[src/rtl/bullet_sequencer.sv]
// ---------------------------------------------------------------------------
// bullet_sequencer
//   Owns the single player bullet: launches it at the player's X on a fire
//   request, steps it upward once per frame, and retires it on a top-edge
//   miss or a mapper collision. A cooldown of COOLDOWN_FRAMES frames follows
//   every retire. Hits are reported as a pulse and as a saturating count.
//
//   Build option BULLET_AUTOFIRE_EN:
//     defined     -> fire is used as a level (holding it keeps shooting)
//     not defined -> only a rising edge of fire requests a shot
// ---------------------------------------------------------------------------
module bullet_sequencer #(
  parameter int unsigned BULLET_SPEED    = 4,
  parameter int unsigned BULLET_LEN      = 4,
  parameter int unsigned PLAYER_Y        = 440,
  parameter int unsigned COOLDOWN_FRAMES = 8
) (
  input  logic       Clk,
  input  logic       Reset_n,
  input  logic       frame_tick,
  input  logic       game_active,
  input  logic       fire,
  input  logic [9:0] playerX,
  input  logic       collision,
  output logic       bullet_in,
  output logic [9:0] bulletX,
  output logic [9:0] bulletY,
  output logic       fire_ack,
  output logic       hit_pulse,
  output logic [7:0] hit_count
);

  typedef enum logic [2:0] {
    S_IDLE,
    S_LAUNCH,
    S_FLIGHT,
    S_RETIRE,
    S_COOLDOWN
  } state_e;

  localparam int unsigned     CD_W     = (COOLDOWN_FRAMES > 1) ? $clog2(COOLDOWN_FRAMES + 1) : 1;
  localparam logic [9:0]      LAUNCH_Y = 10'(PLAYER_Y - BULLET_LEN);
  localparam logic [9:0]      STEP_Y   = 10'(BULLET_SPEED);
  localparam logic [CD_W-1:0] CD_LOAD  = CD_W'(COOLDOWN_FRAMES);
  localparam logic [CD_W-1:0] CD_ONE   = CD_W'(1);
  localparam logic [7:0]      HIT_MAX  = 8'hFF;

  state_e          state_q, state_d;
  logic [9:0]      bullet_x_q, bullet_x_d;
  logic [9:0]      bullet_y_q, bullet_y_d;
  logic            bullet_in_q, bullet_in_d;
  logic            hit_latch_q, hit_latch_d;
  logic [CD_W-1:0] cd_cnt_q, cd_cnt_d;
  logic [7:0]      hit_count_q, hit_count_d;
  logic            fire_ack_q, fire_ack_d;
  logic            hit_pulse_q, hit_pulse_d;
  logic            ga_prev_q, ga_prev_d;

  logic            fire_req;
  logic            ga_rise;
  logic            hit_now;

`ifdef BULLET_AUTOFIRE_EN
  // Level-sensitive request: a held button relaunches whenever IDLE is reached.
  assign fire_req = fire;
`else
  logic fire_prev_q, fire_prev_d;

  // Previous fire level, so only a fresh press makes a request.
  always_comb begin
    fire_prev_d = fire;
  end

  // Fire edge register; it tracks every cycle, so edges seen outside IDLE are lost.
  always_ff @(posedge Clk or negedge Reset_n) begin
    if (!Reset_n) fire_prev_q <= 1'b0;
    else          fire_prev_q <= fire_prev_d;
  end

  assign fire_req = fire & ~fire_prev_q;
`endif

  assign ga_rise = game_active & ~ga_prev_q;

  // A collision in the same cycle as the frame tick still counts as a hit.
  assign hit_now = hit_latch_q | collision;

  // Next-state and datapath decisions for the bullet life cycle.
  always_comb begin
    // NOTE: every signal gets a default before the case so no path leaves it
    // unassigned; a missing default here would infer a latch.
    state_d     = state_q;
    bullet_x_d  = bullet_x_q;
    bullet_y_d  = bullet_y_q;
    hit_latch_d = hit_latch_q;
    cd_cnt_d    = cd_cnt_q;
    hit_count_d = hit_count_q;
    fire_ack_d  = 1'b0;
    hit_pulse_d = 1'b0;
    ga_prev_d   = game_active;

    if (!game_active) begin
      // Leaving the game: drop the bullet silently, keep the score for display.
      state_d  = S_IDLE;
      cd_cnt_d = '0;
    end else begin
      unique case (state_q)
        S_IDLE: begin
          if (fire_req) begin
            state_d     = S_LAUNCH;
            bullet_x_d  = playerX;
            bullet_y_d  = LAUNCH_Y;
            hit_latch_d = 1'b0;
            fire_ack_d  = 1'b1;
          end
        end

        S_LAUNCH: begin
          state_d = S_FLIGHT;
        end

        S_FLIGHT: begin
          hit_latch_d = hit_now;
          if (frame_tick) begin
            if (hit_now) begin
              state_d     = S_RETIRE;
              hit_pulse_d = 1'b1;
              if (hit_count_q != HIT_MAX) hit_count_d = hit_count_q + 8'd1;
            end else if (bullet_y_q < STEP_Y) begin
              // Checked before subtracting so Y never wraps past the top.
              state_d = S_RETIRE;
            end else begin
              bullet_y_d = bullet_y_q - STEP_Y;
            end
          end
        end

        S_RETIRE: begin
          cd_cnt_d = CD_LOAD;
          state_d  = (COOLDOWN_FRAMES == 0) ? S_IDLE : S_COOLDOWN;
        end

        S_COOLDOWN: begin
          if (frame_tick) begin
            cd_cnt_d = cd_cnt_q - CD_ONE;
            if (cd_cnt_q == CD_ONE) state_d = S_IDLE;
          end
        end

        default: begin
          state_d = S_IDLE;
        end
      endcase

      // A new game starts with a clean score.
      if (ga_rise) hit_count_d = '0;
    end

    bullet_in_d = (state_d == S_FLIGHT);
  end

  // State and datapath registers; reset makes the bullet vanish at once.
  always_ff @(posedge Clk or negedge Reset_n) begin
    if (!Reset_n) begin
      state_q     <= S_IDLE;
      bullet_x_q  <= '0;
      bullet_y_q  <= '0;
      bullet_in_q <= 1'b0;
      hit_latch_q <= 1'b0;
      cd_cnt_q    <= '0;
      hit_count_q <= '0;
      fire_ack_q  <= 1'b0;
      hit_pulse_q <= 1'b0;
      ga_prev_q   <= 1'b0;
    end else begin
      // NOTE: non-blocking assignments let every register sample the values
      // computed from the previous cycle, independent of statement order.
      state_q     <= state_d;
      bullet_x_q  <= bullet_x_d;
      bullet_y_q  <= bullet_y_d;
      bullet_in_q <= bullet_in_d;
      hit_latch_q <= hit_latch_d;
      cd_cnt_q    <= cd_cnt_d;
      hit_count_q <= hit_count_d;
      fire_ack_q  <= fire_ack_d;
      hit_pulse_q <= hit_pulse_d;
      ga_prev_q   <= ga_prev_d;
    end
  end

  assign bullet_in = bullet_in_q;
  assign bulletX   = bullet_x_q;
  assign bulletY   = bullet_y_q;
  assign fire_ack  = fire_ack_q;
  assign hit_pulse = hit_pulse_q;
  assign hit_count = hit_count_q;

endmodule

[config.mk]
export PLATFORM = sky130hd
export DESIGN_NAME = bullet_sequencer
export DESIGN_NICKNAME = d
export VERILOG_FILES = /design/src/rtl/bullet_sequencer.sv
export SDC_FILE = /design/constraint.sdc
export NUM_CORES = 1
export LEC_CHECK = 0
export ABC_AREA = 1
export CORE_ASPECT_RATIO = 1.2
export CORE_UTILIZATION = 56
export CTS_BUF_LIST = sky130_fd_sc_hd__clkbuf_8
export CTS_CLUSTER_SIZE = 20
export DETAILED_ROUTE_END_ITERATION = 8
export GPL_TIMING_DRIVEN = 0
export PLACE_DENSITY_LB_ADDON = 0.3
export SYNTH_ARGS = -nofsm -noshare
export SYNTH_HDL_FRONTEND = slang
export SYNTH_SLANG_ARGS = --single-unit
[constraint.sdc]
create_clock -name Clk -period 2.4 [get_ports Clk]
set_clock_uncertainty 0.2 [all_clocks]
set_input_delay 0.36 -clock Clk [delete_from_list [all_inputs] [get_ports Clk]]
set_output_delay 0.36 -clock Clk [all_outputs]
set_load 0.01 [all_outputs]
# Word level (Yosys, flattened, before mapping)
# Index checks and enable logic that the tools add are counted.
# totals
ff_bits,41
wordCells,74
# classes
n_bitwise,5
n_reduce_logical,11
n_eq_ne,13
addsub,3
magnitude_cmp,1
n_mux,30
# ops
operator,n
$mux W10,4
$mux W8,5
$mux W3,7
$pmux W10 S2,1
$pmux W3 S5,1
$lt A10 B3 Y1 const B,1
$reduce_bool A2 Y1,5
$sub A10 B3 Y10 const B,1
$eq A3 B2 Y1 const B,3
$add A8 B1 Y8 const B,1
$mux W1,8
$mux W4,2
$ne A2 B2 Y1 const B,4
$ne A8 B8 Y1 const B,1
$pmux W4 S2,1
$reduce_and A3 Y1,2
$reduce_and A6 Y1,1
$reduce_and A5 Y1,1
$eq A4 B1 Y1 const B,1
$sub A4 B1 Y4 const B,1
$eq A3 B1 Y1 const B,1
$eq A3 B3 Y1 const B,1
$logic_not A3 Y1,1
$ne A3 B1 Y1 const B,1
other kinds (6),8

# Logic depth before layout (Yosys ltp)
# logic_depth
ltp_word,7
depth_mapped,9

# Worst setup path before layout
# Ideal clock, no wire load.
# synth_timing
path_kind,register -> register
from,register bullet_y_q[2] (netlist: bulletY[2])
to,register bullet_y_q[9] (netlist: bulletY[9])
setup_ps,116
arrival_ps,1368
path_stages_with_launch,9
path_slack_ps,715
path_buffers,0
required_ps,2084
synth_period_minus_slack_ps,1685
cell_sequence,dfrtp_1 -> inv_1 -> ha_1 -> nand2_1 -> nor2_2 -> o21ai_2 -> nand2_4 -> nand2_1 -> nand2_1
# synth_between
elab_chain_len,5
word_cells_on_any_way,8
# synth_lines
element,line,rtl
"start, declared",50,"logic [9:0] bullet_y_q, bullet_y_d;"
"start signal, assigned",180,bullet_y_q <= bullet_y_d;
$sub A10 B3 Y10,133,bullet_y_d = bullet_y_q - STEP_Y;
$mux W10,129,end else if (bullet_y_q < STEP_Y) begin
$mux W10,125,if (hit_now) begin
$mux W10,124,if (frame_tick) begin
$pmux W10 S2,107,unique case (state_q)
# Parallel ways exist; a longest one is shown, timed or not. The select of a mux whose other input is x is not followed.
# A chain may end at the register's enable or synchronous reset.

# Final worst setup path
# layout_timing
from,input game_active
to,register bullet_y_q[9] (netlist: bulletY[9])
# layout_between
elab_chain_len,1
# layout_lines
element,line,rtl
"start, declared",21,"input logic game_active,"
$reduce_and A6 Y1 (no source line),n/a,
# Every way passes these cells.

==> impl_metrics.xml <==
<?xml version="1.0" encoding="UTF-8"?>
<metrics>
  <group name="layout">
    <metric name="post_layout_utilization_of_the_core" unit="%">75.3</metric>
    <metric name="nNetsFinal" unit="">357</metric>
    <metric name="leading_cell_type_in_the_layout_fill_and_taps_excluded" unit="">nand2_1</metric>
    <metric name="layoutNonFillerInstCount" unit="">389</metric>
    <metric name="diodes" unit="">0</metric>
    <metric name="commonest_cells_after_routing_fill_and_taps_aside" unit="">nand2_1 (98), clkdlybuf4s50_1 (43), dfrtp_1 (39)</metric>
    <metric name="area_growth" unit="%">27.6</metric>
    <metric name="drive_above_1_share" unit="%">9.79</metric>
  </group>
  <group name="drt">
    <metric name="route.detailed.vias_per_inst" unit="">5.10</metric>
    <metric name="detail_route.wirelength" unit="um">4570</metric>
    <metric name="route.detailed.wl_per_inst" unit="um">11.8</metric>
    <metric name="firstDrtPassIters" unit="">4</metric>
    <metric name="count_of_unresolved_drc_violations_after_routing" unit="">0</metric>
    <metric name="vias" unit="">1985</metric>
    <metric name="detail_route.iter0.violations" unit="">134</metric>
    <metric name="final_antenna_net_count" unit="">0</metric>
  </group>
  <group name="critical_path">
    <metric name="crit_path_cell_trace" unit="">clkdlybuf4s50_1, buf_4, nand3_1, nor2_1, nor2_1, nor2_4, nand2_4, nand2_1, nand2_1</metric>
    <metric name="endpoint_kind" unit="">flip-flop</metric>
    <metric name="worstSetupPathType" unit="">primary input to flip-flop</metric>
    <metric name="timing.critical_path.slowest_stage_cell" unit="">clkdlybuf4s50_1</metric>
    <metric name="crit_path_max_incr_delay" unit="ns">0.48</metric>
    <metric name="worst-path-max-fanout" unit="">8</metric>
    <metric name="critPathArrivalTime" unit="ns">1.91</metric>
    <metric name="worst_setup_path_start_kind" unit="">primary input</metric>
    <metric name="cp_data_required_time" unit="ns">2.39</metric>
  </group>
  <group name="sta">
    <metric name="rsz0062_at_grt" unit="">no</metric>
    <metric name="hold_viol" unit="">39</metric>
    <metric name="timing_worst_slew_pin_value" unit="ns">0.841</metric>
    <metric name="whs" unit="ns">-0.0379</metric>
    <metric name="setup_violations" unit="">0</metric>
    <metric name="max-slew-margin-rel" unit="%">43.9</metric>
    <metric name="layout_worst_path_cycle_share" unit="%">80.0</metric>
    <metric name="fin_setup_tns" unit="ns">0</metric>
    <metric name="achievable-frequency" unit="GHz">0.521</metric>
    <metric name="final_period_minus_worst_setup_slack" unit="ns">1.92</metric>
    <metric name="finalMaxSlewViolations" unit="">0</metric>
  </group>
  <group name="die">
    <metric name="initial_core_util" unit="%">59.0</metric>
    <metric name="die_area" unit="sq um">4080</metric>
    <metric name="floorplan.core_area" unit="sq um">3630</metric>
    <metric name="number_of_cell_rows" unit="">24</metric>
    <metric name="num_io_pins" unit="">47</metric>
    <metric name="die_y" unit="um">69.8</metric>
    <metric name="die_w" unit="um">58.5</metric>
  </group>
  <group name="pwr">
    <metric name="power" unit="mW">1.88</metric>
    <metric name="power_per_standard_cell_area" unit="nW/um^2">686</metric>
    <metric name="irDropWorstVdd" unit="uV">645</metric>
    <metric name="p_leak" unit="nW">1.40</metric>
  </group>
  <group name="cts">
    <metric name="clock-sinks" unit="">39</metric>
    <metric name="post_cts_setup_driven_buffer_insertion_count" unit="">0</metric>
    <metric name="clk_root_buf" unit="">clkbuf_8</metric>
    <metric name="cts_made_buffers" unit="">5</metric>
    <metric name="htree_num_levels" unit="">2</metric>
    <metric name="cts_hold_buf" unit="">0</metric>
    <metric name="clkSlewWorstSetupHoldPaths" unit="ns">0.08</metric>
    <metric name="cts_max_path_buffers" unit="">2</metric>
    <metric name="clock_latency" unit="ns">0.30</metric>
    <metric name="cts_repair_resize_count" unit="">0</metric>
    <metric name="cts_tree" unit="">done</metric>
  </group>
  <group name="place">
    <metric name="post-dp-hpwl" unit="um">3280</metric>
    <metric name="portBuffers" unit="">44</metric>
    <metric name="numPlacedInstances" unit="">382</metric>
    <metric name="place_congestion" unit="">0.900</metric>
  </group>
  <group name="yosys">
    <metric name="asyncSetResetFlopFracSynth" unit="%">100</metric>
    <metric name="syn_inst" unit="">285</metric>
    <metric name="postSynthRegisterBits" unit="">39</metric>
    <metric name="post_synth_main_area_contributors" unit="">dfrtp_1 (46%), nand2_1 (17%), nand3_1 (8.9%), inv_1 (4.9%), nor2_1 (4.7%)</metric>
    <metric name="synth_top_area_share" unit="%">45.5</metric>
    <metric name="synthSimpleGateAreaFrac" unit="%">38.8</metric>
    <metric name="synth_edf_count" unit="">0</metric>
    <metric name="post_synth_xor_area_fraction" unit="%">1.63</metric>
    <metric name="synth_mux_area_share" unit="%">0</metric>
    <metric name="leading_area_contributor_after_synthesis" unit="">dfrtp_1</metric>
    <metric name="synthAdderAreaFrac" unit="%">2.33</metric>
    <metric name="yosysUniqueCellTypes" unit="">31</metric>
    <metric name="synth-warning-count" unit="">0</metric>
    <metric name="synth.yosys.seq_area_share" unit="%">45.5</metric>
    <metric name="synth_compound_gate_area_share" unit="%">3.68</metric>
    <metric name="yosys_most_used_dff" unit="">dfrtp_1</metric>
    <metric name="syn-cell-area" unit="sq um">2140</metric>
    <metric name="largest_family_of_logic_cells_by_synthesized_area" unit="">simple AND/OR/NAND/NOR gates</metric>
    <metric name="post_synth.cell_area_avg" unit="sq um">7.52</metric>
  </group>
  <group name="global_route">
    <metric name="grt_first_pass_wirelength" unit="um">8080</metric>
    <metric name="grt_overflow" unit="">0</metric>
    <metric name="total_global_routing_track_utilization" unit="%">25.8</metric>
    <metric name="grt_max_degree" unit="">40</metric>
    <metric name="antenna_found_initial" unit="">0</metric>
    <metric name="number_of_global_route_vias_before_repair" unit="">1946</metric>
  </group>
  <group name="job">
    <metric name="maxCapViolations" unit="">0</metric>
  </group>
  <group name="run_status">
    <metric name="violations" unit="">hold timing</metric>
    <metric name="outcome" unit="">complete, but fails checks</metric>
  </group>
  <group name="worst_hold_path">
    <metric name="hold_class" unit="">primary input to asynchronous set/reset pin</metric>
  </group>
</metrics>
[where the power goes]
| group | leakage [nW] | total (mW) | internal [mW] | switching (mW) |
|---|---|---|---|---|
| clock | 0.0470 | 0.452 | 0.225 | 0.227 |
| combinational | 0.846 | 0.591 | 0.279 | 0.312 |
| sequential | 0.510 | 0.833 | 0.750 | 0.0830 |
[critical path, delay by kind of cell]
kind	cells	cell delay, ns
buffers and inverters	2	0.65
and+or+nand+nor	7	0.89
[cell usage after synthesis, types with 2 or more instances]
cell / count
xnor2_1: 3
nand4_1: 5
inv_2: 4
a21oi_1: 4
buf_4: 3
inv_1: 28
nor2_2: 2
nand2_2: 2
nand3b_1: 4
dfrtp_1: 39
o21ai_0: 5
nand2_1: 98
buf_2: 3
nor2_1: 27
ha_1: 4
nor2_4: 2
nand3_1: 38
[area by class of cell]
type	instances	area, sq um
Buffer	7	42.5
Tap cell	52	65.1
Clock buffer	6	82.6
Fill cell	276	897
Inverter	33	126
Clock inverter	1	5.00
Multi-Input combinational cell	207	1000
Timing Repair Buffer	44	435
Sequential cell	39	976
[layer usage]
| metal | vias to the layer above | GRT usage [%] | routed length, um |
|---|---|---|---|
| met4 | 0 | 14.3 | 85 |
| met2 | 61 | 42.5 | 2310 |
| met5 | - | 0 | 0 |
| met1 | 919 | 30.7 | 1910 |
| met3 | 9 | 5.60 | 257 |
| li1 | 996 | - | - |
[stage by stage]
| step | hold slack [ns] | worst slack [ns] | area [sq um] |
|---|---|---|---|
| 2_1_floorplan | -0.136 | 0.715 | 2150 |
| 3_3_place_gp | 0.253 | -0.164 | 2650 |
| 3_5_place_dp | 0.258 | 0.165 | 2650 |
| 4_1_cts | 0.00576 | 0.482 | 2740 |
| 5_1_grt | 0.0688 | 0.303 | 2740 |
| 6_report | -0.0379 | 0.479 | 2740 |
[flip-flops by register name (all words and copies together), names as in the netlist]
| register | cells |
|---|---|
| bullet_in | 1 |
| hit_pulse | 1 |
| fire_ack | 1 |
| fire_prev_q | 1 |
| ga_prev_q | 1 |
| hit_count | 8 |
| cd_cnt_q | 4 |
| hit_latch_q | 1 |
| bulletY | 8 |
| state_q | 3 |
| bulletX | 10 |
[final timing paths]
kind,start,endpoint,slack [ns],cells past startpoint
max in group asynchronous,Reset_n,cd_cnt_q[2],1.50,1
min in group Clk,bulletX[7],bulletX[7],0.27,2
max reg2reg,bulletY[2],bulletY[9],0.55,8
min,Reset_n,hit_count[2],-0.04,1
max,game_active,bulletY[9],0.48,9
min reg2reg,bulletX[7],bulletX[7],0.27,2
[cell families after synthesis]
logic type,after synthesis
compound gates,13
simple gates,184
fa+ha+maj,4
xor+xnor,4
buf+inv,40
other cells,1
flops,39
(Power assumes the default switching activity.)
